**src/rtl/eth_phy_10g_rx_block_lock_ctrl.sv**
```systemverilog
// 10GBASE-R receive block-lock sequencer: hunts for 66-bit alignment via SERDES
// bitslip, tracks lock quality per header window, and requests a SERDES reset when hunting stalls.
module eth_phy_10g_rx_block_lock_ctrl #(
  parameter int HDR_WIDTH            = 2,
  parameter int BITSLIP_HIGH_CYCLES  = 1,
  parameter int BITSLIP_LOW_CYCLES   = 8,
  parameter int LOCK_VALID_COUNT     = 64,
  parameter int UNLOCK_INVALID_COUNT = 16,
  parameter int MAX_SLIPS            = 66,
  parameter int RESET_HOLD_CYCLES    = 32
) (
  input  logic                 clk,
  input  logic                 rst,
  input  logic [HDR_WIDTH-1:0] serdes_rx_hdr,
  input  logic                 serdes_rx_hdr_valid,
  output logic                 serdes_rx_bitslip,
  output logic                 serdes_rx_reset_req,
  output logic                 rx_block_lock,
  output logic [6:0]           rx_slip_count
);

  localparam int SW = $clog2(LOCK_VALID_COUNT + 1);
  localparam int IW = $clog2(UNLOCK_INVALID_COUNT + 1);
  localparam int TW = 16;

  localparam logic [SW-1:0] SH_LAST   = SW'(LOCK_VALID_COUNT - 1);
  localparam logic [IW-1:0] INV_LAST  = IW'(UNLOCK_INVALID_COUNT - 1);
  localparam logic [6:0]    SLIP_LAST = 7'(MAX_SLIPS - 1);
  localparam bit            SLIP_CAPPED = (MAX_SLIPS <= 127);
  localparam logic [TW-1:0] HIGH_LOAD = TW'(BITSLIP_HIGH_CYCLES - 1);
  localparam logic [TW-1:0] LOW_LOAD  = TW'(BITSLIP_LOW_CYCLES - 1);
  localparam logic [TW-1:0] HOLD_LOAD = TW'(RESET_HOLD_CYCLES - 1);

  typedef enum logic [2:0] {
    HUNT       = 3'd0,
    SLIP       = 3'd1,
    SETTLE     = 3'd2,
    LOCKED     = 3'd3,
    RESET_HOLD = 3'd4
  } state_t;

  state_t        state;
  logic [SW-1:0] sh_cnt;
  logic [IW-1:0] inv_cnt;
  logic [6:0]    slip_cnt;
  logic [TW-1:0] timer;

  logic hdr_ok;
  logic want_slip;
  logic slip_limit;

  // A valid sync header has exactly one bit set (01 or 10).
  assign hdr_ok     = serdes_rx_hdr[0] ^ serdes_rx_hdr[1];
  assign slip_limit = SLIP_CAPPED && (slip_cnt == SLIP_LAST);

  always_comb begin
    want_slip = 1'b0;
    if (serdes_rx_hdr_valid && !hdr_ok) begin
      if (state == HUNT) want_slip = 1'b1;
      if (state == LOCKED && inv_cnt == INV_LAST) want_slip = 1'b1;
    end
  end

  assign rx_slip_count = slip_cnt;

  always_ff @(posedge clk) begin
    if (!rst) begin
      state               <= HUNT;
      sh_cnt              <= '0;
      inv_cnt             <= '0;
      slip_cnt            <= '0;
      timer               <= '0;
      serdes_rx_bitslip   <= 1'b0;
      serdes_rx_reset_req <= 1'b0;
      rx_block_lock       <= 1'b0;
    end else begin
      unique case (state)
        HUNT: begin
          if (serdes_rx_hdr_valid && hdr_ok) begin
            if (sh_cnt == SH_LAST) begin
              state         <= LOCKED;
              rx_block_lock <= 1'b1;
              sh_cnt        <= '0;
              inv_cnt       <= '0;
              slip_cnt      <= '0;
            end else begin
              sh_cnt <= sh_cnt + SW'(1);
            end
          end
        end
        LOCKED: begin
          if (serdes_rx_hdr_valid) begin
            if (sh_cnt == SH_LAST) begin
              sh_cnt  <= '0;
              inv_cnt <= '0;
            end else begin
              sh_cnt <= sh_cnt + SW'(1);
              if (!hdr_ok) inv_cnt <= inv_cnt + IW'(1);
            end
          end
        end
        SLIP: begin
          if (timer == '0) begin
            serdes_rx_bitslip <= 1'b0;
            if (BITSLIP_LOW_CYCLES == 0) begin
              state <= HUNT;
            end else begin
              state <= SETTLE;
              timer <= LOW_LOAD;
            end
          end else begin
            timer <= timer - TW'(1);
          end
        end
        SETTLE: begin
          if (timer == '0) state <= HUNT;
          else             timer <= timer - TW'(1);
        end
        RESET_HOLD: begin
          if (timer == '0) begin
            serdes_rx_reset_req <= 1'b0;
            slip_cnt            <= '0;
            state               <= HUNT;
          end else begin
            timer <= timer - TW'(1);
          end
        end
        default: state <= HUNT;
      endcase

      // Slip entry overrides the per-state updates above (also covers the
      // 16th-invalid-on-window-end case, where unlock must win).
      if (want_slip) begin
        sh_cnt        <= '0;
        inv_cnt       <= '0;
        rx_block_lock <= 1'b0;
        if (slip_limit) begin
          state               <= RESET_HOLD;
          serdes_rx_reset_req <= 1'b1;
          timer               <= HOLD_LOAD;
        end else begin
          state             <= SLIP;
          serdes_rx_bitslip <= 1'b1;
          timer             <= HIGH_LOAD;
          if (slip_cnt != 7'd127) slip_cnt <= slip_cnt + 7'd1;
        end
      end
    end
  end

endmodule

```
**config.mk**
```make
export PLATFORM = sky130hd
export DESIGN_NAME = eth_phy_10g_rx_block_lock_ctrl
export DESIGN_NICKNAME = d
export VERILOG_FILES = /design/src/rtl/eth_phy_10g_rx_block_lock_ctrl.sv
export SDC_FILE = /design/constraint.sdc
export NUM_CORES = 1
export LEC_CHECK = 0
export CAP_MARGIN = 20
export CORE_ASPECT_RATIO = 1.4
export CORE_MARGIN = 2
export CORE_UTILIZATION = 45
export DETAILED_ROUTE_END_ITERATION = 8
export GPL_TIMING_DRIVEN = 0
export HOLD_SLACK_MARGIN = 0.06
export PLACE_DENSITY_LB_ADDON = 0.15
export SLEW_MARGIN = 25
export SYNTH_ARGS = -nofsm -noshare
export SYNTH_HDL_FRONTEND = slang
export SYNTH_SLANG_ARGS = --single-unit
```
**constraint.sdc**
```tcl
create_clock -name clk -period 2.8 [get_ports clk]
set_clock_uncertainty 0.05 [all_clocks]
set_input_delay 0.7 -clock clk [delete_from_list [all_inputs] [get_ports clk]]
set_output_delay 0.7 -clock clk [all_outputs]
set_load 0.03 [all_outputs]
```
==> results.cfg, run 1 <==
[timing]
hold-worst-slack_ns = 0.397
worst_pin_slew_ns = 0.743
slew_viol_final = 0
period_share_pct = 90.5
fin_ws_ns = 0.267
setup_viol = 0
max_freq_mhz = 395
min_period_ns = 2.53
slew_headroom_pct = 50.1
hold_viol = 0
grt_setup_unrepaired = false

[global_route]
use_met1_pct = 22.7
grt_overflow = 0
grt-busiest-layer = met2
grt_max_degree = 14
met2_usage_pct = 34.9
grt_pass1_vias = 2007
antenna_found_initial = 0
grt.total_usage_pct = 19.5
grt_pass1_wl_um = 8760
grt_use_met3_pct = 3.36

[synth]
synth_compound_area_share_pct = 21.0
synth.area.mux_share_pct = 0
syn_area_per_cell_um2 = 7.95
yosysSeqAreaShare_pct = 36.6
synthAdderAreaFrac_pct = 3.91
ys_top_cells_by_area = dfxtp_1, a21oi_1, or3_1, nand2_1, nor2_1
synth_edf_count = 0
yosys_register_bits = 41
yosysUniqueCellTypes = 52
synth_top_family_by_area = simple AND/OR/NAND/NOR gates
synthXorXnorAreaFrac_pct = 1.56
syn_inst = 282
yosysWarnings = 0
synth_area_mm2 = 0.00224
synth_nets = 294
async_flop_share_pct = 0
netlist.area_leader.share_pct = 36.6
yosys.area_share.simple_pct = 32.6
synth_largest_area_cell = dfxtp_1
synth_ff_type = dfxtp_1

[worst_setup_path]
path_max_fanout = 10
endpoint_kind = flip-flop
cpMaxStageDelayCell = or4_1
critPathKind = reg -> reg
crit_family = simple AND/OR/NAND/NOR gates
cpPeakStageDelay_ns = 0.51
path_buf_inv = 1
worstSetupStartpointType = flip-flop
cp.arrival_ns = 2.73
critPathRequiredTime_ns = 3.00
crit_chain = ha_1, and3_1, ha_1, and3_1, o211a_2, a211o_1, buf_2, or4_1, nand2_1

[routing]
drt_iter0_markers = 124
drtAntennaViolNets = 0
dr.pass1.iters = 4
wl_um = 5030
via_per_inst = 5.77
via_count = 2124
wl_per_cell_um = 13.7
drcViolationCount = 0

[power]
power_density_mw_per_mm2 = 1110
ir_worst_vdd_uv = 446
cellLeakagePower_uw = 0.000924

[cells_and_area]
final_area_mm2 = 0.00258
nFillCells = 471
finish.utilization_pct = 53.3
ff_latch_area_um2 = 821
drive_gt1_share_pct = 8.22
syn2layout_area_growth_pct = 15.2
antennaDiodeCount = 0
multi_input_area_mm2 = 0.00132
layout.nets = 315

[place]
port_buffers = 14
post-place-ws_ns = -0.0162
dpl_cell_area_mm2 = 0.00246
dpl.hpwl_um = 3650
globalplace.congestion = 0.855

[clock_network]
root_buffer = clkbuf_8
clk_path_buf_depth = 2
post-cts-setup-buffers = 0
worstSkewPairLatency_ns = 0.30
clk_pin_slew_ns = 0.09
cts_buffers = 5
cts_sinks = 41
htree_levels = 2
hold_buffers = 0
cts_tree = yes
cts_resized = 0

[floorplanning]
die_h_um = 87.5
ios = 15
initial_utilization_pct = 46.3
core-area_mm2 = 0.00484
fp.dieArea_mm2 = 0.00557
num_rows = 30
die_w_um = 63.6

[status]
status = finished clean

[flow_run]
maxCapViolCount = 0

[min_path]
hold_class = reg -> reg
cells in the final DEF (no fill, tap or decap), types with 4 or more instances in the layout:
master / synthesis / layout
o21ai_1: 6 / 6
o21a_1: 4 / 4
or3_1: 17 / 17
nand3_1: 17 / 17
or4_1: 5 / 5
clkdlybuf4s50_1: 0 / 14
nand2_1: 26 / 26
nand4_1: 7 / 7
o21ai_0: 10 / 10
ha_1: 7 / 7
nor3_1: 6 / 6
clkbuf_1: 5 / 5
dfxtp_1: 41 / 41
and3_1: 6 / 6
a21oi_1: 26 / 26
inv_1: 8 / 8
nor2_1: 26 / 26
clkbuf_8: 0 / 6
nor2b_1: 5 / 5
o211ai_1: 6 / 6
buf_2: 4 / 4
sequential cells by signal, indices dropped and copies added (netlist names):
name                 cells
timer                   16
rx_slip_count            7
sh_cnt                   7
inv_cnt                  5
state                    3
rx_block_lock            1
serdes_rx_bitslip        1
serdes_rx_reset_req      1
layer usage:
| layer | part of all wire, % | vias to the layer above |
|---|---|---|
| met3 | 2.2 | 13 |
| met2 | 50 | 30 |
| li1 | - | 1086 |
| met5 | 0 | - |
| met1 | 45 | 995 |
| met4 | 2.2 | 0 |
Yosys cell counts, drive strengths merged (7+ instances only):
cell   number
dfxtp      41
nand2      26
nand3      17
nor2       26
buf         7
inv         8
or3        17
ha          7
o21ai      17
nand4       7
a21oi      26
kinds of logic after synthesis:
logic type                 after synthesis
DFF                                     41
adders and majority gates                7
xor gates and xnor gates                 4
AOI/OAI and AO/OA                       74
buffers and inverters                   21
and+or+nand+nor                        135
report_power, final:
| part | switching [uW] | internal [uW] | leakage [uW] |
|---|---|---|---|
| combinational | 889 | 592 | 0.000534 |
| sequential | 149 | 716 | 0.000333 |
| clock | 219 | 290 | 0.0000574 |
| total | 1260 | 1600 | 0.000924 |
stage by stage:
step / setup TNS [ns] / cells / power, uW
after CTS: 0 / 368 / 2870
after detailed placement: -0.0583 / 360 / 2340
after global placement: -0.0426 / 360 / 2330
final: 0 / 368 / 2860
after global routing: 0 / 368 / 3080
after floorplan: 0 / 282 / 2010
final cells by class:
| cell class | instances | share of cell area, % |
|---|---|---|
| Clock inverter | 2 | 1.45 |
| Tap cell | 64 | 3.10 |
| Timing Repair Buffer | 14 | 5.43 |
| Buffer | 13 | 2.57 |
| Clock buffer | 6 | 3.20 |
| Inverter | 8 | 1.16 |
| Multi-Input combinational cell | 220 | 51.3 |
| Sequential cell | 41 | 31.8 |
final timing paths:
path / from / to / slack (ns) / cells past startpoint
setup / recovery: inv_cnt[0] / timer[8] / 0.27 / 9
hold / removal: sh_cnt[6] / sh_cnt[6] / 0.40 / 1
setup reg to reg: inv_cnt[0] / timer[8] / 0.27 / 9
hold reg to reg: sh_cnt[6] / sh_cnt[6] / 0.40 / 1
worst reg2reg max path, stage by stage (launching register included):
cell and delay (ns):
dfxtp_1 0.34, ha_1 0.23, and3_1 0.19, ha_1 0.17, and3_1 0.19, o211a_2 0.30
a211o_1 0.24, buf_2 0.19, or4_1 0.51, nand2_1 0.07
(Power assumes the default switching activity.)
==> run 2: changes to the inputs <==
- ABC_CLOCK_PERIOD_IN_PS: unset -> 2800
- GPL_TIMING_DRIVEN: 0 -> unset
==> run 2 against run 1 <==
  * Final cell count down 1.1%
  * Wire length is 0.52% lower
  * Clock power shrank 22%
  * Hold slack got worse by 0.0048 ns
  * Register-to-register slack improved by 0.09 ns
  * Via count decreased by 1.4%
  * Critical path type unchanged
  * Largest power group unchanged
==> results.cfg, run 2 (synthesis results as in run 1) <==
[status]
status = finished clean

[floorplanning]
core-area_mm2 = 0.00484
fp.dieArea_mm2 = 0.00557
die_w_um = 63.6
die_h_um = 87.5
ios = 15
initial_utilization_pct = 46.3
num_rows = 30

[worst_setup_path]
worstSetupStartpointType = flip-flop
reg2reg_to = timer[8]
r2r_slack_ns = 0.36
rr_startpoint = inv_cnt[0]
endpoint_kind = flip-flop
path_max_fanout = 7
critPathRequiredTime_ns = 2.99
r2r_cells = 9
critPathKind = reg -> reg
cp.arrival_ns = 2.63

[global_route]
grt_max_degree = 30
grt_pass1_vias = 1934
grt_overflow = 0
grt_pass1_wl_um = 8980
antenna_found_initial = 0
grt.total_usage_pct = 20.1

[power]
cellLeakagePower_uw = 0.000921
power_density_mw_per_mm2 = 1060
power.internal_uw = 1500
ir_worst_vdd_uv = 417
p_switching_uw = 1210
p_total_uw = 2720
clkPwrFrac_pct = 14.7
seqPwrFrac_pct = 32.9
netSwitchingFraction_pct = 44.7
combPwrFrac_pct = 52.4

[timing]
grt_setup_unrepaired = false
slew_viol_final = 0
worst_pin_slew_ns = 0.758
setup_viol = 0
period_share_pct = 87.1
max_freq_mhz = 410
slew_headroom_pct = 49.1
setup_tns_ns = 0
hold_viol = 0
min_period_ns = 2.44

[cells_and_area]
largest_reg_flops = 16
final_area_mm2 = 0.00257
layout.nets = 312
mostFrequentLayoutCell = dfxtp_1
finish.utilization_pct = 53.0
nFillCells = 481
drive_gt1_share_pct = 8.33
syn2layout_area_growth_pct = 14.6
top_register = timer
layout_common_cells = dfxtp_1, nor2_1, nand2_1, a21oi_1
antennaDiodeCount = 0

[clock_network]
cts_resized = 0
post-cts-setup-buffers = 0
htree_levels = 2
cts_buffers = 5
cts_tree = yes
clk_pin_slew_ns = 0.08
hold_buffers = 0
cts_sinks = 41
worstSkewPairLatency_ns = 0.30
root_buffer = clkbuf_8
clk_path_buf_depth = 2

[routing]
via_per_inst = 5.76
drtAntennaViolNets = 0
drt_iter0_markers = 91
drcViolationCount = 0
dr.pass1.iters = 4
wl_per_cell_um = 13.8
wl_um = 5010
via_count = 2095

[place]
globalplace.congestion = 0.815
dpl_cell_area_mm2 = 0.00248
port_buffers = 14
dpl.hpwl_um = 3670

[min_path]
worstHoldEndpoint = sh_cnt[6]
hold_path_startpoint = sh_cnt[6]
hold_depth = 1
hold_class = reg -> reg

[flow_run]
maxCapViolCount = 0
## run 2: changes by cell type in the layout (fill, tap and decap cells not counted)
cell,delta
buf_4,+6
clkinvlp_4,-1
buf_12,+1
buf_2,-4
bufinv_16,-1
clkbuf_1,-4
clkbuf_2,-1
## run 2: worst max-delay path by stage
stage	startpoint	slack [ns]	depth (start not counted)	to
2_1_floorplan	inv_cnt[0]	0.45	9	timer[8]
3_3_place_gp	serdes_rx_hdr[1]	0.19	7	inv_cnt[3]
3_5_place_dp	serdes_rx_hdr[1]	0.13	7	inv_cnt[3]
4_1_cts	inv_cnt[0]	0.35	9	timer[8]
5_1_grt	inv_cnt[0]	0.23	9	timer[8]
6_report	inv_cnt[0]	0.36	9	timer[8]
## run 2: area by class of cell
cell class / instances / area, um2 / share of cell area [%]
clock buffers: 7 / 86.3 / 3.36
inverters: 8 / 30.0 / 1.17
multi-input cells: 220 / 1320 / 51.5
flip-flops and latches: 41 / 821 / 32.0
well taps: 64 / 80.1 / 3.12
repair buffers: 24 / 228 / 8.87
## run 2: metrics by stage
step	hold slack (ns)	instances	setup slack (ns)
3_3_place_gp	0.378	357	0.192
5_1_grt	0.414	364	0.227
6_report	0.392	364	0.361
4_1_cts	0.394	364	0.349
2_1_floorplan	0.373	282	0.445
3_5_place_dp	0.384	357	0.125
## run 2: per-layer routing
metal | share of wire (%) | up-vias | track usage [%]
li1 | - | 1077 | -
met1 | 45 | 992 | 25.1
met2 | 51 | 20 | 34.6
met3 | 2.3 | 6 | 4.27
met4 | 1.8 | 0 | 5.93
met5 | 0 | - | 0
## run 2: power groups by stage
stage / Clock, uW / Combinational, uW / Sequential, uW
CTS: 409 / 1430 / 895
global route: 430 / 1660 / 925
global placement: 0 / 1410 / 904
floorplan: 0 / 1150 / 855
detailed placement: 0 / 1430 / 908
finish: 399 / 1420 / 895
## run 2: critical path, stage by stage, from the launching register on
cell and delay, ns:
dfxtp_1 0.34, ha_1 0.22, and3_1 0.19, ha_1 0.17
and3_1 0.19, o211a_2 0.26, buf_4 0.16, a211o_1 0.24
or4_1 0.49, nand2_1 0.07
==> run 3: changes to the inputs <==
- CORE_UTILIZATION: 45 -> 50
- CTS_CLUSTER_SIZE: unset -> 40
==> run 3 against run 2 <==
  * Sequential power hardly changed
  * Via count is 0.38% lower
  * Worst setup slack got worse by 0.036 ns
  * Non-clock buffer count rose by 1
  * Maximum frequency fell by 1.4%
  * First-iteration DRC count grew 23%
  * Sequential share of layout area decreased by 0.062 points
  * Hold slack better by 0.0095 ns
  * Critical path type unchanged
  * Largest power group unchanged
  * Highest routed layer unchanged
==> results.cfg, run 3 (synthesis results as in run 1) <==
[clock_network]
hold_buffers = 0
cts_resized = 0
worstSkewPairLatency_ns = 0.29
cts_buffers = 5
post-cts-setup-buffers = 0
cts_sinks = 41
htree_levels = 2
clk_pin_slew_ns = 0.08
clk_path_buf_depth = 2
cts_tree = yes
root_buffer = clkbuf_8

[floorplanning]
core-area_mm2 = 0.00427
num_rows = 28
initial_utilization_pct = 52.4
die_h_um = 83.2
die_w_um = 60.6
ios = 15
fp.dieArea_mm2 = 0.00504

[global_route]
grt_pass1_wl_um = 8400
grt_overflow = 0
grt_pass1_vias = 1968
grt.total_usage_pct = 20.6
antenna_found_initial = 0
grt_max_degree = 18

[worst_setup_path]
worstSetupStartpointType = flip-flop
cp.depth = 9
path_buf_inv = 1
endpoint_kind = flip-flop
path_max_fanout = 7
critPathKind = reg -> reg
crit_family = simple AND/OR/NAND/NOR gates
cpMaxStageDelayCell = or4_1
cp.arrival_ns = 2.65
critPathRequiredTime_ns = 2.98
r2r_cells = 9
cpPeakStageDelay_ns = 0.49
crit_chain = ha_1, and3_1, ha_1, and3_1, o211a_2, buf_4, a211o_1, or4_1, nand2_1

[power]
cellLeakagePower_uw = 0.000930
p_switching_uw = 1220
power_density_mw_per_mm2 = 1060
netSwitchingFraction_pct = 44.5
combPwrFrac_pct = 51.8
seqPwrFrac_pct = 32.6
clkPwrFrac_pct = 15.5
power.internal_uw = 1520
p_total_uw = 2740
ir_worst_vdd_uv = 598

[cells_and_area]
top_register = timer
drive_gt1_share_pct = 9.27
largest_reg_flops = 16
layout.nets = 313
layout_common_cells = dfxtp_1, nor2_1, nand2_1, a21oi_1
syn2layout_area_growth_pct = 14.9
finish.utilization_pct = 60.2
mostFrequentLayoutCell = dfxtp_1
antennaDiodeCount = 0

[timing]
min_period_ns = 2.47
slew_viol_final = 0
worst_pin_slew_ns = 0.731
setup_tns_ns = 0
max_freq_mhz = 404
period_share_pct = 88.4
grt_setup_unrepaired = false
setup_viol = 0
hold_viol = 0
hold-worst-slack_ns = 0.401
slew_headroom_pct = 50.9

[routing]
drtAntennaViolNets = 0
wl_um = 4760
dr.pass1.iters = 4
drt_iter0_markers = 112
via_per_inst = 5.77
via_count = 2087
drcViolationCount = 0
wl_per_cell_um = 13.2

[min_path]
hold_class = reg -> reg
hold_depth = 1

[place]
globalplace.congestion = 0.832
port_buffers = 14
dpl.hpwl_um = 3480

[status]
status = finished clean

[flow_run]
maxCapViolCount = 0
[run 3: worst paths after layout]
| check | from | to | slack (ns) |
|---|---|---|---|
| min | sh_cnt[6] | sh_cnt[6] | 0.40 |
| max | inv_cnt[0] | timer[8] | 0.33 |
| max reg2reg | inv_cnt[0] | timer[8] | 0.33 |
| min reg2reg | sh_cnt[6] | sh_cnt[6] | 0.40 |
[run 3: power by group through the flow]
stage                     clock network [uW]  registers [uW]  logic (uW)
final                                    425             892        1420
after global routing                     460             916        1610
after CTS                                440             891        1410
after detailed placement                   0             901        1400
after global placement                     0             898        1390
after floorplan                            0             855        1150
[run 3: area by class of cell]
type	instances	area (um2)
fill	383	1700
multi-input combinational	220	1320
sequential	41	821
timing repair buffer	25	223
clock buffer	7	96.3
tap	60	75.1
inverter	8	30.0
clock inverter	1	5.00
[run 3: stage by stage]
step	cell area (um2)	setup slack, ns	instances
floorplan	2240	0.445	282
global placement	2470	0.240	354
detailed placement	2470	0.213	354
CTS	2570	0.319	362
global route	2570	0.235	362
finish	2570	0.326	362
[run 3: per-layer routing]
layer / share of wire, % / wire length (um) / global-route usage (%) / vias up
met1: 45 / 2150 / 25.9 / 953
met5: 0 / 0 / 0 / -
met3: 3.0 / 141 / 3.43 / 9
met2: 50 / 2390 / 34.1 / 38
li1: - / - / - / 1087
met4: 1.7 / 80 / 7.51 / 0
[run 3: worst register-to-register path, delay by kind of cell, from the launching register on]
| kind | cells | cell delay, ns |
|---|---|---|
| compound gates | 2 | 0.50 |
| fa+ha+maj | 2 | 0.42 |
| flops | 1 | 0.35 |
| simple gates | 4 | 0.95 |
| buf+inv | 1 | 0.16 |
